[src/rtl/sweep_pkg.sv]
// Shared types and sizes for the sweep checker and its dwell timer.
package sweep_pkg;

   localparam int unsigned IDX_W   = 4;
   localparam int unsigned NUM_VEC = 16;
   localparam int unsigned ERR_W   = 5;

   typedef enum logic [1:0] {
      IDLE  = 2'd0,
      DRIVE = 2'd1,
      DONE  = 2'd2
   } state_e;

endpackage

[src/rtl/sweep_checker_dwell_timer.sv]
// Dwell counter: counts 0..DWELL-1 while enabled; tc is high in the cycle the count sits at DWELL-1.
module dwell_timer
   import sweep_pkg::*;
#(
   parameter int unsigned DWELL = 4
) (
   input  logic clk,
   input  logic rst,
   input  logic clr,
   input  logic en,
   output logic tc
);

   localparam int unsigned CNT_W = $clog2(DWELL + 1);
   localparam logic [CNT_W-1:0] LAST = CNT_W'(DWELL - 1);

   logic [CNT_W-1:0] cnt_q, cnt_d;
   logic             tc_q, tc_d;

   // tc is registered by decoding the next count, so it lines up with cnt_q == LAST
   always_comb begin
      cnt_d = cnt_q;
      if (clr) begin
         cnt_d = '0;
      end else if (en) begin
         cnt_d = (cnt_q == LAST) ? '0 : cnt_q + CNT_W'(1);
      end
      tc_d = (cnt_d == LAST);
   end

   always_ff @(posedge clk) begin
      if (rst) begin
         cnt_q <= '0;
         tc_q  <= (LAST == '0);
      end else begin
         cnt_q <= cnt_d;
         tc_q  <= tc_d;
      end
   end

   assign tc = tc_q;

endmodule

[config.mk]
export PLATFORM = sky130hd
export DESIGN_NAME = dwell_timer
export DESIGN_NICKNAME = d
export VERILOG_FILES = /design/src/rtl/sweep_pkg.sv /design/src/rtl/sweep_checker_dwell_timer.sv
export SDC_FILE = /design/constraint.sdc
export NUM_CORES = 1
export LEC_CHECK = 0
export BUFFER_PORTS_ARGS = -buffer_cell sky130_fd_sc_hd__buf_4
export CORE_AREA = 5 5 42 44
export CTS_CLUSTER_DIAMETER = 80
export CTS_CLUSTER_SIZE = 28
export DETAILED_ROUTE_END_ITERATION = 10
export DIE_AREA = 0 0 47 49
export HOLD_SLACK_MARGIN = 0.03
export MAX_ROUTING_LAYER = met4
export PLACE_DENSITY = 0.41
export RECOVER_POWER = 25
export SLEW_MARGIN = 20
export SYNTH_ARGS = -nofsm -noshare
export SYNTH_HDL_FRONTEND = slang
export SYNTH_SLANG_ARGS = --single-unit
[constraint.sdc]
create_clock -name clk -period 1.1 [get_ports clk]
set_input_delay 0.055 -clock clk [delete_from_list [all_inputs] [get_ports clk]]
set_output_delay 0.055 -clock clk [all_outputs]
set_load 0.05 [all_outputs]
* Word-level counts from Yosys, hierarchy flattened
Index checks and enable logic that the tools add are counted. W data, S select, Z words.
Cells by class: $add $sub $neg 1, equality and inequality tests 2, muxes and demuxes 3
Operators with widths (number):
- $mux W3 | 3
- $eq A3 B2 Y1 const B | 2
- $add A3 B1 Y3 const B | 1
Word-level totals: register bits after elaboration 4, input bits 4

* Depth between registers and ports, before layout
Gate-level depths: netlist of run 1.
depth in word-level cells 5, mapped depth 4, gate-level depth less buffers 4

* Worst setup path after synthesis of run 1
Ideal clock, no wire load.
path type register to register, from reg cnt_q[0], to reg tc_q (netlist: tc), library setup time 0.122 ns, data arrival time 0.898 ns, required time 0.978 ns, path slack 0.079 ns, stages on the path, launching flop included 5, path buffers 0, period minus slack after synthesis 1.021 ns, path through dfxtp_1 -> ha_1 -> nand2b_1 -> a32oi_1 -> nor4_2
On the way: longest elaborated chain between the ends 5
Ends and longest elaborated chain:
- from (decl) | RTL line sweep_checker_dwell_timer.sv:17 | logic [CNT_W-1:0] cnt_q, cnt_d;
- from (signal assigned) | RTL line sweep_checker_dwell_timer.sv:36 | cnt_q <= cnt_d;
- $add A3 B1 Y3 / $eq A3 B2 Y1 (equally long branches) | RTL line sweep_checker_dwell_timer.sv:26 | cnt_d = (cnt_q == LAST) ? '0 : cnt_q + CNT_W'(1);
- $mux W3 | RTL line sweep_checker_dwell_timer.sv:26
- $mux W3 * | RTL line sweep_checker_dwell_timer.sv:25 | end else if (en) begin
- $mux W3 * | RTL line sweep_checker_dwell_timer.sv:23 | if (clr) begin
- $eq A3 B2 Y1 * | RTL line sweep_checker_dwell_timer.sv:28 | tc_d = (cnt_d == LAST);
- to (signal assigned) | RTL line sweep_checker_dwell_timer.sv:34 | tc_q <= (LAST == '0);
- to (signal assigned) | RTL line sweep_checker_dwell_timer.sv:37 | tc_q <= tc_d;
- to (decl) | RTL line sweep_checker_dwell_timer.sv:18 | logic tc_q, tc_d;
Every way passes the cells marked *; elsewhere a longest branch is shown, timed or not. A chain may end at the register's enable or synchronous reset.

* Worst setup path in the final report of run 1
Ends and elaborated chain as after synthesis.

==> results of run 1 <==
==> worst max-delay path: stages, from the launching register on <==
cell and delay [ns]:
dfxtp_2 0.32, ha_2 0.35, a31oi_4 0.09, nor4_2 0.19
==> sequential cells by signal (all words and copies together), names as in the netlist <==
name and flops:
tc 1, cnt_q 3
==> layout by cell type, fill, tap and decap left out, drive strengths merged <==
cell | netlist | routed
inv | 1 | 1
nor3 | 2 | 2
dfxtp | 4 | 4
ha | 1 | 1
dlygate4sd3 | 0 | 2
a21oi | 1 | 1
buf | 0 | 3
a31oi | 1 | 1
clkbuf | 0 | 4
a32oi | 1 | 1
a2111oi | 1 | 1
nor2b | 1 | 1
nor4 | 1 | 1
and2b | 2 | 2
nand2b | 2 | 2
==> per-stage QoR <==
step / util / instances / setup WS, ns / setup TNS (ns)
2_1_floorplan: - / 18 / 0.0791 / 0
3_5_place_dp: 0.168 / 38 / 0.0154 / 0
4_1_cts: 0.198 / 43 / 0.0156 / 0
5_1_grt: 0.215 / 43 / -0.00701 / -0.00701
6_report: 0.215 / 43 / 0.0696 / 0
3_3_place_gp: 0.168 / 38 / 0.0306 / 0
==> worst paths after layout <==
check | from | cells after the start | slack (ns) | end
setup / recovery | cnt_q[0] | 3 | 0.07 | tc
hold / removal | en | 2 | 0.06 | cnt_q[2]
setup reg to reg | cnt_q[0] | 3 | 0.07 | tc
hold reg to reg | cnt_q[2] | 2 | 0.50 | cnt_q[2]
==> area by class of cell <==
cell class / instances / area [sq um] / share of cell area
Clock buffer: 3 / 22.5 / 0.0747
Inverter: 1 / 3.75 / 0.0124
Multi-Input combinational cell: 13 / 126 / 0.419
Sequential cell: 4 / 81.3 / 0.270
Tap cell: 16 / 20.0 / 0.0664
Timing Repair Buffer: 6 / 47.5 / 0.158
==> per-layer routing <==
metal / wire length [um] / track usage / up-vias
met5: 0 / - / -
met4: 0 / 0.0138 / 0
met3: 55 / 0.0664 / 0
met2: 235 / 0.0633 / 8
met1: 177 / 0.0524 / 85
li1: - / - / 87
==> where the power goes <==
group | total [mW] | internal [mW] | switching (mW) | leakage (nW)
Clock | 0.185 | 0.122 | 0.0632 | 0.0138
Combinational | 0.0431 | 0.0234 | 0.0197 | 0.0588
Sequential | 0.150 | 0.149 | 0.00168 | 0.0328
==> logic make-up (layout without fill, tap and decap cells) <==
kind of cell / count (synthesis) / after routing / synth area share
and+or+nand+nor: 8 / 8 / 0.318
DFF: 4 / 4 / 0.432
AOI/OAI and AO/OA: 4 / 4 / 0.162
buffers and inverters: 1 / 10 / 0.0203
adders and majority gates: 1 / 1 / 0.0676
==> repair_timing <==
item | in CTS | in global routing
hold buffers | 2 | 0
endpoints found under the hold margin | 4 | 0
resized for setup | 0 | 5
setup endpoints to repair | 0 | 2
==> out/results.tsv, run 1 <==
stage	metric	value	unit
global_route	grt_pass1_vias	203	
place	gp_congestion	0.807	
detailed_routing	via_count	180	
setup_path	critPathArrivalTime	1.18	ns
setup_path	required	1.25	ns
synth	synth_edf_count	0	
synth	synth-async-reset-ratio	0	
sta	post-route-period-util	0.937	
sta	slew_headroom	0.790	
global_route	track_usage	0.0526	
synth	synth_top_area_frac	0.432	
clocking	insertion_delay	0.24	ns
synth	synthTopCellsByCount	dfxtp_1 (4), and2b_1 (2), nor3_1 (2)	
clocking	cts_tree	done	
detailed_routing	wl	468	um
pwr	power_leakage	0.105	nW
sta	setup_violations	0	
flow_run	drv_cap	0	
run_status	run_status	finished clean	
sta	timing.fmax	971	MHz
setup_path	critPathKind	reg -> reg	
hold_path	hold_class	in -> reg	
synth	yosys_warnings	0	
layout	diodes	0	
synth	syn_nets	23	
pwr	pwr_density_cell	1260	nW/um^2
clocking	clockRootBuffer	clkbuf_4	
synth	synthTopCellsByArea	dfxtp_1 (43%), and2b_1 (8.1%), ha_1 (6.8%)	
floorplan	die_y	49	um
floorplan	die-area	2300	sq um
place	numPortBuffers	4	
global_route	grt_start_max_net_pins	6	
global_route	grt_pass1_wl	779	um
clocking	htree_levels	1	
setup_path	end_kind	register	
synth	yosysTopAreaCell	dfxtp_1	
detailed_routing	via_per_inst	4.19	
clocking	numCtsBuffers	3	
synth	synth_flop_cell	dfxtp_1	
sta	finalCriticalPeriod	1.03	ns
detailed_routing	antenna_left	0	
synth	postSynthAreaPerCell	10.3	sq um
setup_path	cp_max_fo	3	
detailed_routing	dr.pass1.iters	1	
synth	netlist_instances	18	
place	dpl_cell_area	235	sq um
synth	netlist_area	185	sq um
synth	synth-seq-cells	4	
detailed_routing	route.detailed.drc	0	
global_route	overflow	0	
sta	slew_viol_final	0	
layout	nets	34	
pwr	ir_worst_vdd	0.753	mV
synth	synth.most_common_cell	dfxtp_1	
sta	clock_skew	0.00535	ns
clocking	path_clk_slew	0.04	ns
detailed_routing	drt_iter0_drc	0	
global_route	antenna_found_initial	0	
setup_path	start_kind	register	
sta	final-hold-violation-count	0	
pwr	fin_total_pwr	0.379	mW
synth	seq_area_frac_synth	0.432	
clocking	clockBufferDepth	2	
sta	tightestPinTransition	0.314	ns
floorplan	io_pins	5	
floorplan	initial_core_util	0.132	
floorplan	die_w	47	um
synth	synth.distinct_cells	13	
clocking	cts.sinks	4	
clocking	cts_setup_buffers	0	
layout	area_growth	62.8	%
floorplan	core	1400	sq um
layout	drive_gt1_frac	0.481	
layout	fillCellCount	160	
detailed_routing	wire_per_inst	10.9	um
floorplan	rows	14	
sta	hold_ws	0.0639	ns
layout	fin_area	302	sq um
Note: power is estimated with default switching activity, not from simulation.
==> inputs of run 2 (changes only) <==
--- a/config.mk
+++ b/config.mk
@@ -6,6 +6,8 @@
 export NUM_CORES = 1
 export LEC_CHECK = 0
 export BUFFER_PORTS_ARGS = -buffer_cell sky130_fd_sc_hd__buf_4
+export CELL_PAD_IN_SITES_DETAIL_PLACEMENT = 0
+export CELL_PAD_IN_SITES_GLOBAL_PLACEMENT = 2
 export CORE_AREA = 5 5 42 44
 export CTS_CLUSTER_DIAMETER = 80
 export CTS_CLUSTER_SIZE = 28
@@ -13,7 +15,7 @@
 export DIE_AREA = 0 0 47 49
 export HOLD_SLACK_MARGIN = 0.03
 export MAX_ROUTING_LAYER = met4
-export PLACE_DENSITY = 0.41
+export PLACE_DENSITY = 0.52
 export RECOVER_POWER = 25
 export SLEW_MARGIN = 20
 export SYNTH_ARGS = -nofsm -noshare
==> run 2 against run 1 <==
- utilization rose by 0.71 points
- count of clock-buffer cells in the layout stayed put
- combinational power down 3%
- fmax fell by 1.3%
- sequential cell count unchanged
- setup slack got worse by 0.013 ns
- sequential share of layout area fell by 0.87 points
- hold slack better by 0.010 ns
- critical path type unchanged
- critical endpoint unchanged
- largest cell class unchanged
==> out/results.tsv, run 2 (synthesized netlist as in run 1, its figures left out) <==
stage	metric	value	unit	change
sta	setup_tns	0	ns	unchanged
detailed_routing	via_per_inst	3.93		-6.1%
floorplan	die_y	49	um	unchanged
sta	final-hold-violation-count	0		unchanged
setup_path	cp_max_fo	2		-1
clocking	cts_tree	done		
flow_run	drv_cap	0		unchanged
floorplan	die_w	47	um	unchanged
global_route	grt_pass1_wl	683	um	-12%
sta	rsz0062_at_grt	no		
clocking	numCtsBuffers	3		unchanged
layout	top_register	cnt_q		
detailed_routing	wire_per_inst	9.51	um	-13%
sta	clock_skew	0.00421	ns	-0.00114 ns
floorplan	initial_core_util	0.132		unchanged
sta	slew_viol_final	0		unchanged
clocking	path_clk_slew	0.04	ns	about the same
sta	hold_ws	0.0739	ns	+0.00996 ns
layout	fillCellCount	167		+4.4%
layout	largest_reg_flops	3		unchanged
floorplan	rows	14		unchanged
place	numPortBuffers	4		unchanged
pwr	ir_worst_vdd	0.381	mV	-49%
clocking	clockBufferDepth	2		unchanged
pwr	p_seq_frac	0.410		+0.013
floorplan	io_pins	5		unchanged
clocking	insertion_delay	0.23	ns	about the same
pwr	pwr_density_cell	1190	nW/um^2	-5.6%
layout	drive_gt1_frac	0.481		unchanged
pwr	power_switching	0.0759	mW	-10%
pwr	clkPwrFrac	0.477		-0.012
detailed_routing	drt_iter0_drc	1		+1
setup_path	critPathArrivalTime	1.18	ns	about the same
detailed_routing	antenna_left	0		unchanged
global_route	overflow	0		unchanged
pwr	p_sw_frac	0.205		-0.0178
floorplan	core	1400	sq um	unchanged
hold_path	hold_class	in -> reg		
layout	diodes	0		unchanged
clocking	cts.sinks	4		unchanged
detailed_routing	via_count	169		-6.1%
setup_path	start_kind	register		
pwr	power_leakage	0.106	nW	+0.82%
detailed_routing	route.detailed.drc	0		unchanged
sta	tightestPinTransition	0.288	ns	-0.0257 ns
detailed_routing	wl	409	um	-13%
layout	most-common-layout-cells	clkbuf_4 (3), dfxtp_1 (3), buf_4 (3)		
sta	post-route-period-util	0.949		+0.0119
setup_path	critPathKind	reg -> reg		
layout	area_growth	68.2	%	
run_status	run_status	finished clean		
global_route	track_usage	0.0461		-0.00645
pwr	power.internal	0.294	mW	-0.25%
global_route	grt_start_max_net_pins	6		unchanged
global_route	antenna_found_initial	0		unchanged
sta	timing.fmax	958	MHz	-1.3%
sta	setup_violations	0		unchanged
sta	finalCriticalPeriod	1.04	ns	+0.0131 ns
detailed_routing	dr.pass1.iters	2		+1
setup_path	required	1.24	ns	about the same
clocking	htree_levels	1		unchanged
place	gp_congestion	0.715		-11%
sta	slew_headroom	0.808		+0.0172
layout	nets	34		unchanged
global_route	grt_pass1_vias	184		-9.4%
clocking	clockRootBuffer	clkbuf_4		
pwr	comb_power_share	0.113		about the same
setup_path	end_kind	register		
floorplan	die-area	2300	sq um	unchanged
[run 2: layout make-up]
cell class              instances  area (sq um)  share of cell area
clock buffers                   3          22.5              0.0723
repair buffers                  6          47.5               0.153
flip-flops and latches          4          81.3               0.261
inverters                       1          3.75              0.0120
multi-input cells              13           136               0.438
well taps                      16          20.0              0.0643
[run 2: per-layer routing]
layer	GRT usage	vias to the layer above	wire length (um)
li1	-	88	-
met1	0.0569	74	210
met2	0.0452	5	170
met3	0.0111	2	21
met4	0.0691	0	6
met5	-	-	0
[run 2: power groups by stage]
| stage | Clock [mW] | Combinational [mW] | Sequential (mW) |
|---|---|---|---|
| detailed placement | 0 | 0.0294 | 0.152 |
| global placement | 0 | 0.0295 | 0.152 |
| floorplan | 0 | 0.0122 | 0.153 |
| CTS | 0.187 | 0.0354 | 0.150 |
| finish | 0.176 | 0.0419 | 0.151 |
| global route | 0.197 | 0.0469 | 0.151 |
[run 2: path summary, 6_finish.rpt]
path	end	cells past startpoint	startpoint	slack, ns
setup / recovery	tc	3	cnt_q[1]	0.06
hold / removal	cnt_q[2]	2	en	0.07
setup reg to reg	tc	3	cnt_q[1]	0.06
hold reg to reg	cnt_q[2]	2	cnt_q[2]	0.49
[run 2: repair_timing]
| item | CTS | global route |
|---|---|---|
| buffers inserted | 0 | 0 |
| hold endpoints to repair | 4 | 0 |
| resized for setup | 0 | 7 |
| cloned | 0 | 0 |
| endpoints found under the setup margin | 1 | 3 |
| pin swaps | 1 | 1 |
| hold buffers | 2 | 0 |
[run 2: worst max-delay path: stages (launching register included)]
cell,delay (ns)
dfxtp_1,0.32
ha_4,0.28
a31oi_4,0.08
nor4_2,0.28
[run 2: through the flow]
stage	cells	util	setup WS (ns)	power, mW	area [sq um]
floorplan	18	-	0.0791	0.165	185
global placement	38	0.168	-0.0120	0.182	235
detailed placement	38	0.168	-0.00943	0.182	235
CTS	43	0.198	0.00727	0.373	278
global route	43	0.222	0.00353	0.395	312
finish	43	0.222	0.0565	0.370	312
==> inputs of run 3 (changes only) <==
--- a/config.mk
+++ b/config.mk
@@ -9,6 +9,7 @@
 export CELL_PAD_IN_SITES_DETAIL_PLACEMENT = 0
 export CELL_PAD_IN_SITES_GLOBAL_PLACEMENT = 2
 export CORE_AREA = 5 5 42 44
+export CTS_BUF_LIST = sky130_fd_sc_hd__clkbuf_2 sky130_fd_sc_hd__clkbuf_4 sky130_fd_sc_hd__clkbuf_8
 export CTS_CLUSTER_DIAMETER = 80
 export CTS_CLUSTER_SIZE = 28
 export DETAILED_ROUTE_END_ITERATION = 10
@@ -17,6 +18,7 @@
 export MAX_ROUTING_LAYER = met4
 export PLACE_DENSITY = 0.52
 export RECOVER_POWER = 25
+export SKIP_CTS_REPAIR_TIMING = 1
 export SLEW_MARGIN = 20
 export SYNTH_ARGS = -nofsm -noshare
 export SYNTH_HDL_FRONTEND = slang
==> run 3 against run 2 <==
- sequential cell count is the same
- setup slack gained 0.011 ns
- final cell count is the same
- critical endpoint unchanged
- clock power is essentially flat
- sequential share of layout area grew 0.64 points
- utilization shrank 0.54 points
- first-iteration DRC count is the same
- highest routed layer unchanged
- global-route usage shrank 0.29 points
- count of clock-buffer cells in the layout is the same
- via count shrank 0.59%
- register-to-register slack is essentially flat
- fmax grew 1.1%
==> out/results.tsv, run 3 (synthesized netlist as in run 1, its figures left out) <==
stage	metric	value	unit	change
detailed_routing	antenna_left	0		unchanged
floorplan	die_y	49	um	unchanged
detailed_routing	dr.pass1.iters	2		unchanged
sta	tightestPinTransition	0.288	ns	-0.0000290 ns
global_route	antenna_found_initial	0		unchanged
pwr	ir_worst_vdd	0.381	mV	about the same
sta	clock_skew	0.00366	ns	-0.000549 ns
hold_path	holdPathStages	2		unchanged
floorplan	core	1400	sq um	unchanged
sta	final-hold-violation-count	0		unchanged
setup_path	start_kind	register		
setup_path	required	1.24	ns	about the same
global_route	overflow	0		unchanged
global_route	grt_pass1_vias	170		-7.6%
pwr	comb_power_share	0.112		about the same
layout	fillCellCount	164		-1.8%
sta	finalCriticalPeriod	1.03	ns	-0.0109 ns
sta	hold_ws	0.0688	ns	-0.00507 ns
layout	area_growth	64.2	%	
global_route	track_usage	0.0433		-0.00288
pwr	p_sw_frac	0.203		-0.00181
flow_run	drv_cap	0		unchanged
pwr	fin_total_pwr	0.368	mW	-0.31%
hold_path	hold_class	in -> reg		
floorplan	io_pins	5		unchanged
sta	slew_viol_final	0		unchanged
pwr	clkPwrFrac	0.477		about the same
setup_path	cp.depth	4		+1
setup_path	max_stage_delay	0.33	ns	about the same
setup_path	path_cells	ha_4 -> nand2b_2 -> a31oi_4 -> nor4_2		
detailed_routing	route.detailed.drc	0		unchanged
place	dpl_cell_area	235	sq um	unchanged
sta	rsz0062_at_grt	no		
floorplan	rows	14		unchanged
layout	final_core_util	0.217		-0.00536
sta	setup_violations	0		unchanged
floorplan	die_w	47	um	unchanged
clocking	numCtsBuffers	3		unchanged
clocking	path_clk_slew	0.04	ns	about the same
detailed_routing	via_per_inst	3.91		-0.59%
pwr	power_leakage	0.105	nW	-0.84%
setup_path	critPathArrivalTime	1.17	ns	about the same
sta	post-route-period-util	0.939		-0.00992
layout	drive_gt1_frac	0.444		-0.0370
layout	largest_reg_flops	3		unchanged
clocking	cts_tree	done		
global_route	grt_start_max_net_pins	6		unchanged
sta	slew_headroom	0.808		about the same
detailed_routing	via_count	168		-0.59%
setup_path	critPathSlowestCell	dfxtp_2		
detailed_routing	drt_iter0_drc	1		unchanged
clocking	clockRootBuffer	clkbuf_4		
setup_path	cp_max_fo	3		+1
floorplan	initial_core_util	0.132		unchanged
pwr	power.internal	0.293	mW	about the same
place	numPortBuffers	4		unchanged
layout	fin_area	304	sq um	-2.4%
detailed_routing	wire_per_inst	9.37	um	-1.5%
pwr	pwr_density_cell	1210	nW/um^2	+2.2%
run_status	run_status	finished clean		
clocking	clockBufferDepth	2		unchanged
place	dp_cells	38		unchanged
sta	timing.fmax	968	MHz	+1.1%
layout	diodes	0		unchanged
setup_path	crit_family	simple AND/OR/NAND/NOR gates		
layout	nets	34		unchanged
detailed_routing	wl	403	um	-1.5%
pwr	power_switching	0.0750	mW	-1.2%
setup_path	end_kind	register		
setup_path	critPathKind	reg -> reg		
clocking	cts.sinks	4		unchanged
layout	final_cells	43		unchanged
clocking	htree_levels	1		unchanged
layout	most-common-layout-cells	clkbuf_4 (3), dfxtp_1 (3), buf_4 (3)		
setup_path	path_buf_inv	0		unchanged
setup_path	reg2regPathDepth	4		+1
floorplan	die-area	2300	sq um	unchanged
clocking	insertion_delay	0.23	ns	about the same
pwr	p_seq_frac	0.411		about the same
global_route	grt_pass1_wl	627	um	-8.2%
place	gp_congestion	0.715		unchanged
layout	top_register	cnt_q		
run 3: cell types whose count changed in the layout (fill, tap and decap cells not counted):
| cell | change |
|---|---|
| nand2b_2 | +1 |
| nor2b_1 | +1 |
| nor2b_2 | -1 |
| nand2b_4 | -1 |
run 3: worst paths after layout:
check             startpoint  endpoint  slack, ns
hold reg to reg     cnt_q[2]  cnt_q[2]       0.48
hold / removal            en  cnt_q[2]       0.07
setup reg to reg    cnt_q[0]        tc       0.07
setup / recovery    cnt_q[0]        tc       0.07
run 3: cell type report:
cell class | count | area, sq um | share of cell area
Clock buffer | 3 | 22.5 | 0.0741
Inverter | 1 | 3.75 | 0.0123
Multi-Input combinational cell | 13 | 129 | 0.424
Sequential cell | 4 | 81.3 | 0.267
Tap cell | 16 | 20.0 | 0.0658
Timing Repair Buffer | 6 | 47.5 | 0.156
run 3: stage by stage:
step                      setup WS (ns)  setup TNS [ns]
final                            0.0674               0
after global routing            0.00629               0
after CTS                      -0.00443        -0.00443
after detailed placement       -0.00943        -0.00943
after global placement          -0.0120         -0.0120
after floorplan                  0.0791               0
run 3: per-layer routing:
metal,wire (um),vias to the layer above,GRT usage,share of wire
met3,21,2,0.0111,0.052
li1,-,86,-,-
met5,0,-,-,0
met1,210,75,0.0525,0.52
met2,164,5,0.0407,0.41
met4,6,0,0.0691,0.015
run 3: power groups by stage:
stage	logic (mW)	registers [mW]	clock network (mW)
6_report	0.0412	0.151	0.176
3_5_place_dp	0.0294	0.152	0
5_1_grt	0.0460	0.151	0.197
2_1_floorplan	0.0122	0.153	0
4_1_cts	0.0298	0.150	0.187
3_3_place_gp	0.0295	0.152	0
